**src/rtl/register_nbits_mod.sv**
```systemverilog
// register_nbits_mod
//   A WIDTH-bit storage register that can parallel-load, count up modulo
//   MODULUS, or hold. Carry is a registered one-cycle pulse that marks a
//   wrap on the previous edge, so it can drive the next stage's Inc
//   (for example, the mod-10 / mod-6 digit pairs of the alarm clock).
//
//   Optional build macro: REGISTER_COUNT_DOWN_EN
//     When defined, a Down input is added after Inc. Inc=1 with Down=1
//     counts down, and a 0 -> MODULUS-1 wrap pulses Carry as a borrow.
//
// Parameters
//   WIDTH    register width in bits (1..16)
//   MODULUS  count modulus (2..2**WIDTH); Q counts 0..MODULUS-1
//
// Ports
//   Clock   rising-edge clock
//   Clear   asynchronous active-low reset (Q=0, Carry=0)
//   Enable  1 = update on this edge, 0 = hold (Carry drops to 0)
//   Load    parallel load of D; out-of-range D loads 0
//   Inc     count by one when Load=0
//   Down    (REGISTER_COUNT_DOWN_EN only) count direction for Inc
//   D       parallel load data
//   Q       stored value
//   Q_n     combinational ~Q
//   Carry   registered wrap / borrow pulse
module register_nbits_mod #(
  parameter int WIDTH   = 2,
  parameter int MODULUS = 4
) (
  input  logic             Clock,
  input  logic             Clear,
  input  logic             Enable,
  input  logic             Load,
  input  logic             Inc,
`ifdef REGISTER_COUNT_DOWN_EN
  input  logic             Down,
`endif
  input  logic [WIDTH-1:0] D,
  output logic [WIDTH-1:0] Q,
  output logic [WIDTH-1:0] Q_n,
  output logic             Carry
);

  // Comparisons use WIDTH+1 bits so that MODULUS = 2**WIDTH is representable.
  localparam logic [WIDTH:0] MOD_W = (WIDTH+1)'(MODULUS);
  localparam logic [WIDTH:0] MAX_W = MOD_W - 1'b1;

  // Elaboration-time guard against an illegal configuration.
  if (WIDTH < 1 || WIDTH > 16 || MODULUS < 2 || MODULUS > (1 << WIDTH)) begin : g_bad_cfg
    initial begin
      $display("register_nbits_mod: illegal configuration WIDTH=%0d MODULUS=%0d",
               WIDTH, MODULUS);
      $finish;
    end
  end

  logic [WIDTH-1:0] q_q, q_d;
  logic             carry_q, carry_d;
  logic             d_in_range;
  logic             at_top;
  logic             count_down;

  assign d_in_range = ({1'b0, D} < MOD_W);
  // ">=" rather than "==" also folds any unreachable out-of-range Q back to 0.
  assign at_top     = ({1'b0, q_q} >= MAX_W);

`ifdef REGISTER_COUNT_DOWN_EN
  assign count_down = Down;
`else
  assign count_down = 1'b0;
`endif

  always_comb begin
    q_d     = q_q;
    carry_d = 1'b0;
    if (Enable) begin
      if (Load) begin
        q_d = d_in_range ? D : '0;
      end else if (Inc) begin
        if (count_down) begin
          if (q_q == '0) begin
            q_d     = MAX_W[WIDTH-1:0];
            carry_d = 1'b1;
          end else begin
            q_d = q_q - WIDTH'(1);
          end
        end else begin
          if (at_top) begin
            q_d     = '0;
            carry_d = 1'b1;
          end else begin
            q_d = q_q + WIDTH'(1);
          end
        end
      end
    end
  end

  always_ff @(posedge Clock or negedge Clear) begin
    if (!Clear) begin
      q_q     <= '0;
      carry_q <= 1'b0;
    end else begin
      q_q     <= q_d;
      carry_q <= carry_d;
    end
  end

  assign Q     = q_q;
  assign Q_n   = ~q_q;
  assign Carry = carry_q;

endmodule

```
**config.mk**
```make
export PLATFORM = sky130hd
export DESIGN_NAME = register_nbits_mod
export DESIGN_NICKNAME = d
export VERILOG_FILES = /design/src/rtl/register_nbits_mod.sv
export SDC_FILE = /design/constraint.sdc
export NUM_CORES = 1
export LEC_CHECK = 0
export ABC_AREA = 1
export ABC_CLOCK_PERIOD_IN_PS = 3600
export BUFFER_PORTS_ARGS = -buffer_cell sky130_fd_sc_hd__buf_2
export CORE_AREA = 4 4 41 43
export CTS_BUF_LIST = sky130_fd_sc_hd__clkbuf_8
export CTS_CLUSTER_SIZE = 20
export DETAILED_ROUTE_END_ITERATION = 6
export DIE_AREA = 0 0 45 47
export GPL_ROUTABILITY_DRIVEN = 0
export GPL_TIMING_DRIVEN = 0
export SLEW_MARGIN = 40
export SYNTH_ARGS = -nofsm -noshare
export SYNTH_HDL_FRONTEND = slang
export SYNTH_SLANG_ARGS = --single-unit
```
**constraint.sdc**
```tcl
create_clock -name Clock -period 3.6 [get_ports Clock]
set_clock_uncertainty 0.2 [all_clocks]
set_input_delay 0.54 -clock Clock [delete_from_list [all_inputs] [get_ports Clock]]
set_output_delay 0.54 -clock Clock [all_outputs]
set_load 0.01 [all_outputs]
```
==> run summary, run 1 <==
status = finished clean
fraction of registers with async set/reset = 100%
Power Density = 563 nW/µm²
clock share of power = 56.0%
register area share after synthesis = 44.4%
CP Data Arrival Time = 0.79 ns
vias in the first global route = 195
Synth top cells by count = nand2_1 (10), inv_1 (4), dfrtp_1 (3), nor2_1 (2)
FF-to-FF End = Q[1]
setup bufs post-CTS = 0
clock tree sinks = 3
Crit-path slowest cell = dfrtp_1
final WL = 432 µm
reg-to-reg startpoint = Q[0]
DR iter-0 viols = 1
Core ar. = 1300 µm²
worst-skew pair later-pin latency = 0.21 ns
Switching Share = 25.4%
DRT antenna net count = 0
synth top area cells = dfrtp_1 (44%), nand2_1 (22%), inv_1 (8.9%)
largest net degree at the start of global routing = 7
CP delay by family, top = flip-flops
Post-synth top flop = dfrtp_1
Initial Utilization = 13.0%
Pre-antenna DRT Iters = 4
PortBufs = 11
CTS tree = yes
sw power = 42.5 µW
slowest stage delay, CP = 0.40 ns
Post-synth EDFFs = 0
Yosys reg bits = 3
Via-to-Cell Ratio = 3.45
global-route wire length before repair = 710 µm
Worst Hold Class = flop to flop
Final Max Tran Viols = 0
Worst slew margin = 88.3%
Post-DP HPWL = 346 µm
Mapped Cells = 24
Crit. End Element = output port
worst reg-to-reg setup slack = 2.36 ns
TritonCTS Buffers = 3
Hold Path Origin = Q[1]
Final #Nets = 49
Root Buffer = clkbuf_8
grt ovf = 0
Total Power = 168 µW
Site Rows = 13
warnings from Yosys = 0
Yosys top cell by area = dfrtp_1
Hold Path End = Q[1]
syn_nets = 32
die extent in y = 47 µm
share of layout cells above drive strength 1 = 37.5%
Pint = 125 µW
Gate power share = 18.7%
GRT Util Overall = 5.46%
clock-pin transition on the worst setup and hold timing paths = 0.03 ns
top-level I/O count = 12
crit path buf inv count = 2
Flop pwr share = 25.3%
routed vias = 190
Final Cycle Share = 42.5%
Hold Path Depth = 2
maxcap violations = 0
Leakage = 0.179 nW
clock tree buffer depth = 2
Worst Path Required = 2.86 ns
worst vdd ir = 0.000100 V
antenna diode count = 0
Die ar. = 2120 µm²
CP Launch Type = flop
kind of critical path = flop to output port
Die X = 45 µm
setup violators final = 0
Syn Std Cell Area = 169 µm²
crit path cell chain = inv_1 -> buf_2
# DRC = 0
DR WL/cell = 7.85 µm
H-Tree Level Count = 1
RSZ-0062 raised after global routing = no
count leader, synth = nand2_1
setup TNS = 0 ns
critical path fanouts, max = 5
final hold vios = 0
P&R area growth vs syn = 76.3%
Netlist cell types = 9
f_max = 653 MHz
initial antenna violation count = 0
post-synth top area share = 44.4%
syn_area_per_cell = 7.04 µm²
min cycle time layout = 1.53 ns
Tightest Pin Transition = 0.175 ns
cells on worst reg2reg path = 5
[logic make-up after synthesis]
kind of cell	Yosys count	share of synthesized area [%]
compound gates	2	5.92
fa+ha+maj	1	7.41
buf+inv	4	8.89
flops	3	44.4
simple gates	14	33.3
[power by group through the flow]
stage / logic [mW] / clock network (mW) / registers [mW]
after CTS: 0.0319 / 0.0981 / 0.0428
after global placement: 0.0298 / 0 / 0.0430
final: 0.0313 / 0.0938 / 0.0425
after floorplan: 0.0140 / 0 / 0.0443
after detailed placement: 0.0310 / 0 / 0.0432
after global routing: 0.0352 / 0.102 / 0.0442
[stage by stage]
stage          hold slack, ns  area (µm²)  std cells  setup slack (ns)  utilization, %
6_report                0.339         298         55              2.07            22.9
3_3_place_gp            0.136         243         50              2.28            18.7
2_1_floorplan          0.0444         169         24              2.33               -
3_5_place_dp            0.136         243         50              2.28            18.7
5_1_grt                 0.386         298         55              2.01            22.9
4_1_cts                 0.344         298         55              2.05            22.9
[per-layer routing]
metal,wire length [µm],part of all wire (%),global-route usage [%]
met1,174,40,5.25
met2,220,51,7.06
met3,37,8.6,1.15
met4,0,0,10.5
met5,0,0,0
[worst min-delay path, stage by stage, from the launching register on]
cell and delay (ns):
dfrtp_1 0.38, nand2_1 0.07, nand2_1 0.06
[cell type report]
type,instances,area [µm²]
Clock buffer,3,41.3
Clock inverter,1,3.75
Fill cell,156,1000
Inverter,4,15.0
Multi-Input combinational cell,17,78.8
Sequential cell,3,75.1
Tap cell,15,18.8
Timing Repair Buffer,12,65.1
[worst max-delay path by stage]
stage,from,depth (start not counted),endpoint
3_3_place_gp,Q[0],2,Q_n[0]
6_report,Q[0],2,Q_n[0]
5_1_grt,Q[0],2,Q_n[0]
4_1_cts,Q[0],2,Q_n[0]
2_1_floorplan,Q[0],1,Q_n[0]
3_5_place_dp,Q[0],2,Q_n[0]
[placed cells by master, fill, tap and decap left out, drive strengths merged]
master and n:
nand2 10, nand3 1, clkbuf 3, dfrtp 3, dlygate4sd3 1, nor2 3
buf 11, o21ai 2, ha 1, inv 5
[timing repair]
item / 4_1_cts / 5_1_grt
gates resized for setup: 0 / 0
endpoints found under the hold margin: 3 / 0
hold buffers: 1 / 0
[registers in the layout, summed over array words and instances (netlist names)]
name,flops
Carry,1
Q,2
(Power assumes the default switching activity.)
==> inputs of run 2 (changes only) <==
--- a/config.mk
+++ b/config.mk
@@ -5,8 +5,8 @@
 export SDC_FILE = /design/constraint.sdc
 export NUM_CORES = 1
 export LEC_CHECK = 0
-export ABC_AREA = 1
-export ABC_CLOCK_PERIOD_IN_PS = 3600
+export ABC_AREA = 0
+export ABC_CLOCK_PERIOD_IN_PS = 1240
 export BUFFER_PORTS_ARGS = -buffer_cell sky130_fd_sc_hd__buf_2
 export CORE_AREA = 4 4 41 43
 export CTS_BUF_LIST = sky130_fd_sc_hd__clkbuf_8
==> constraint.sdc (replaced) <==
create_clock -name Clock -period 1.24 [get_ports Clock]
set_clock_uncertainty 0.2 [all_clocks]
set_input_delay 0.186 -clock Clock [delete_from_list [all_inputs] [get_ports Clock]]
set_output_delay 0.186 -clock Clock [all_outputs]
set_load 0.01 [all_outputs]
==> run 2 against run 1 <==
Register-to-register slack got worse by 2.4 ns. Final cell count decreased by 15%. Worst setup slack got worse by 2.1 ns. Sequential share of layout area decreased by 1.5 points. Critical path type is now flop to flop. Wire length increased by 14%. Sequential power increased to 2.9 times the previous value. Clock power increased to 2.9 times the previous value. Cell area increased by 6.3%. Global-route usage increased by 0.71 points. Synthesized cell count decreased by 38%. The flow now finishes with violations (setup timing). Largest power group unchanged.
==> run summary, run 2 <==
clock tree sinks = 3
RSZ-0062 raised after global routing = yes
setup TNS = -0.0793 ns
f_max = 758 MHz
top-level I/O count = 12
P&R area growth vs syn = 75.7%
setup violators final = 1
DR iter-0 viols = 2
Via-to-Cell Ratio = 3.89
routed vias = 183
TritonCTS Buffers = 3
Final WS setup = -0.0793 ns
clock-pin transition on the worst setup and hold timing paths = 0.03 ns
Non-Filler Instances = 47
largest net degree at the start of global routing = 8
post-place instance area = 254 µm²
Tightest Pin Transition = 0.200 ns
Power Density = 1590 nW/µm²
global-route wire length before repair = 793 µm
share of layout cells above drive strength 1 = 59.4%
Die ar. = 2120 µm²
commonest non-fill, non-tap cell in the layout = buf_2
Post-synth EDFFs = 0
DRT antenna net count = 0
PortBufs = 11
max reg flops = 2
worst reg-to-reg setup slack = -0.08 ns
Worst Hold Class = input port to flop
maxcap violations = 0
Worst slew margin = 86.6%
Final Max Tran Viols = 0
Pre-antenna DRT Iters = 4
reg-to-reg startpoint = Q[1]
warnings from Yosys = 0
GRT Util Overall = 6.17%
min cycle time layout = 1.32 ns
Hold Path Depth = 3
post-synth top area share = 41.7%
Multi-input gate area = 97.6 µm²
Total Power = 502 µW
FF+latch area = 75.1 µm²
design area = 317 µm²
Root Buffer = clkbuf_8
antenna diode count = 0
Hold Path Origin = D[0]
CTS tree = yes
final WL = 491 µm
# fillers = 152
syn_nets = 23
status = finished with violations
count leader, synth = dfrtp_1
DP Cell Count = 41
die extent in y = 47 µm
cells on worst reg2reg path = 3
kind of critical path = flop to flop
Initial Utilization = 13.8%
Leakage = 0.165 nW
Worst Path Required = 1.13 ns
initial antenna violation count = 0
CP Data Arrival Time = 1.21 ns
worst vdd ir = 0.000376 V
Yosys reg bits = 3
Hold Path End = Q[0]
syn_area_per_cell = 12.0 µm²
synth top area cells = dfrtp_1 (42%), a211oi_2 (6.9%), and4bb_1 (6.9%)
Site Rows = 13
# DRC = 0
FF-to-FF End = Q[1]
most frequent cells in the layout = buf_2 (11), dfrtp_1 (3), clkbuf_8 (3)
grt ovf = 0
clock tree buffer depth = 2
violated checks = setup timing
Synth top cells by count = dfrtp_1 (3), inv_1 (2)
Mapped Cells = 15
register area share after synthesis = 41.7%
CP Launch Type = flop
fraction of registers with async set/reset = 100%
Syn Std Cell Area = 180 µm²
H-Tree Level Count = 1
Final Cycle Share = 106%
Netlist cell types = 12
Post-synth top flop = dfrtp_1
Post-DP HPWL = 380 µm
Crit. End Element = flop
Die X = 45 µm
worst-skew pair later-pin latency = 0.21 ns
vias in the first global route = 187
Yosys top cell by area = dfrtp_1
Core ar. = 1300 µm²
DR WL/cell = 10.4 µm
final hold vios = 0
Final #Nets = 41
critical path fanouts, max = 3
Hold Slack = 0.0311 ns
==> run 2: changes by cell type after synthesis, sizes merged <==
cell / change
nand2: -10
nor2: -3
inv: -2
a211oi: +1
and3b: +1
and4b: +1
and4bb: +1
nand4bb: +1
o2111ai: +1
o21ai: -1
or3b: +1
==> run 2: power breakdown <==
| part | internal, mW | leakage [nW] | total (mW) | switching [mW] |
|---|---|---|---|---|
| sequential | 0.111 | 0.0368 | 0.123 | 0.0123 |
| combinational | 0.0551 | 0.102 | 0.105 | 0.0502 |
| clock | 0.211 | 0.0269 | 0.273 | 0.0626 |
==> run 2: what timing repair did <==
| action | 4_1_cts | 5_1_grt |
|---|---|---|
| hold buffers | 1 | 0 |
| gates resized for setup | 0 | 1 |
| setup endpoints to repair | 1 | 4 |
| hold endpoints to repair | 3 | 0 |
| setup buffers | 1 | 0 |
==> run 2: final cells by class <==
class / count / share of cell area, %
inverter: 2 / 2.37
multi-input combinational: 10 / 30.8
tap: 15 / 5.93
timing repair buffer: 13 / 22.9
clock inverter: 1 / 1.19
clock buffer: 3 / 13.0
sequential: 3 / 23.7
==> run 2: worst max path at each step <==
stage	start	end	slack (ns)	cells after the start
2_1_floorplan	Q[1]	Q[1]	-0.06	3
3_3_place_gp	Q[0]	Q[1]	-0.06	3
3_5_place_dp	Q[0]	Q[1]	-0.07	3
4_1_cts	Q[1]	Q[1]	-0.07	3
5_1_grt	Q[0]	Q[1]	-0.11	3
6_report	Q[1]	Q[1]	-0.08	3
==> run 2: per-stage QoR <==
| stage | setup slack (ns) | util, % |
|---|---|---|
| 6_report | -0.0793 | 24.3 |
| 3_3_place_gp | -0.0597 | 19.5 |
| 3_5_place_dp | -0.0674 | 19.5 |
| 4_1_cts | -0.0703 | 24.3 |
| 2_1_floorplan | -0.0645 | - |
| 5_1_grt | -0.111 | 24.3 |
==> run 2: routing by layer <==
| layer | vias to the layer above | wire (µm) | GRT usage, % |
|---|---|---|---|
| li1 | 94 | - | - |
| met1 | 77 | 252 | 7.76 |
| met2 | 12 | 165 | 5.65 |
| met3 | 0 | 73 | 4.60 |
| met4 | 0 | 0 | 7.02 |
| met5 | - | 0 | 0 |
==> run 2: logic make-up after synthesis <==
family | Yosys count | synth area share, %
simple gates | 6 | 32.6
compound gates | 3 | 14.6
flops | 3 | 41.7
buf+inv | 2 | 4.17
fa+ha+maj | 1 | 6.94
==> run 2: critical path, stage by stage (launching register included) <==
cell and delay, ns:
dfrtp_1 0.40, ha_1 0.30, and4bb_1 0.26, a211oi_2 0.04
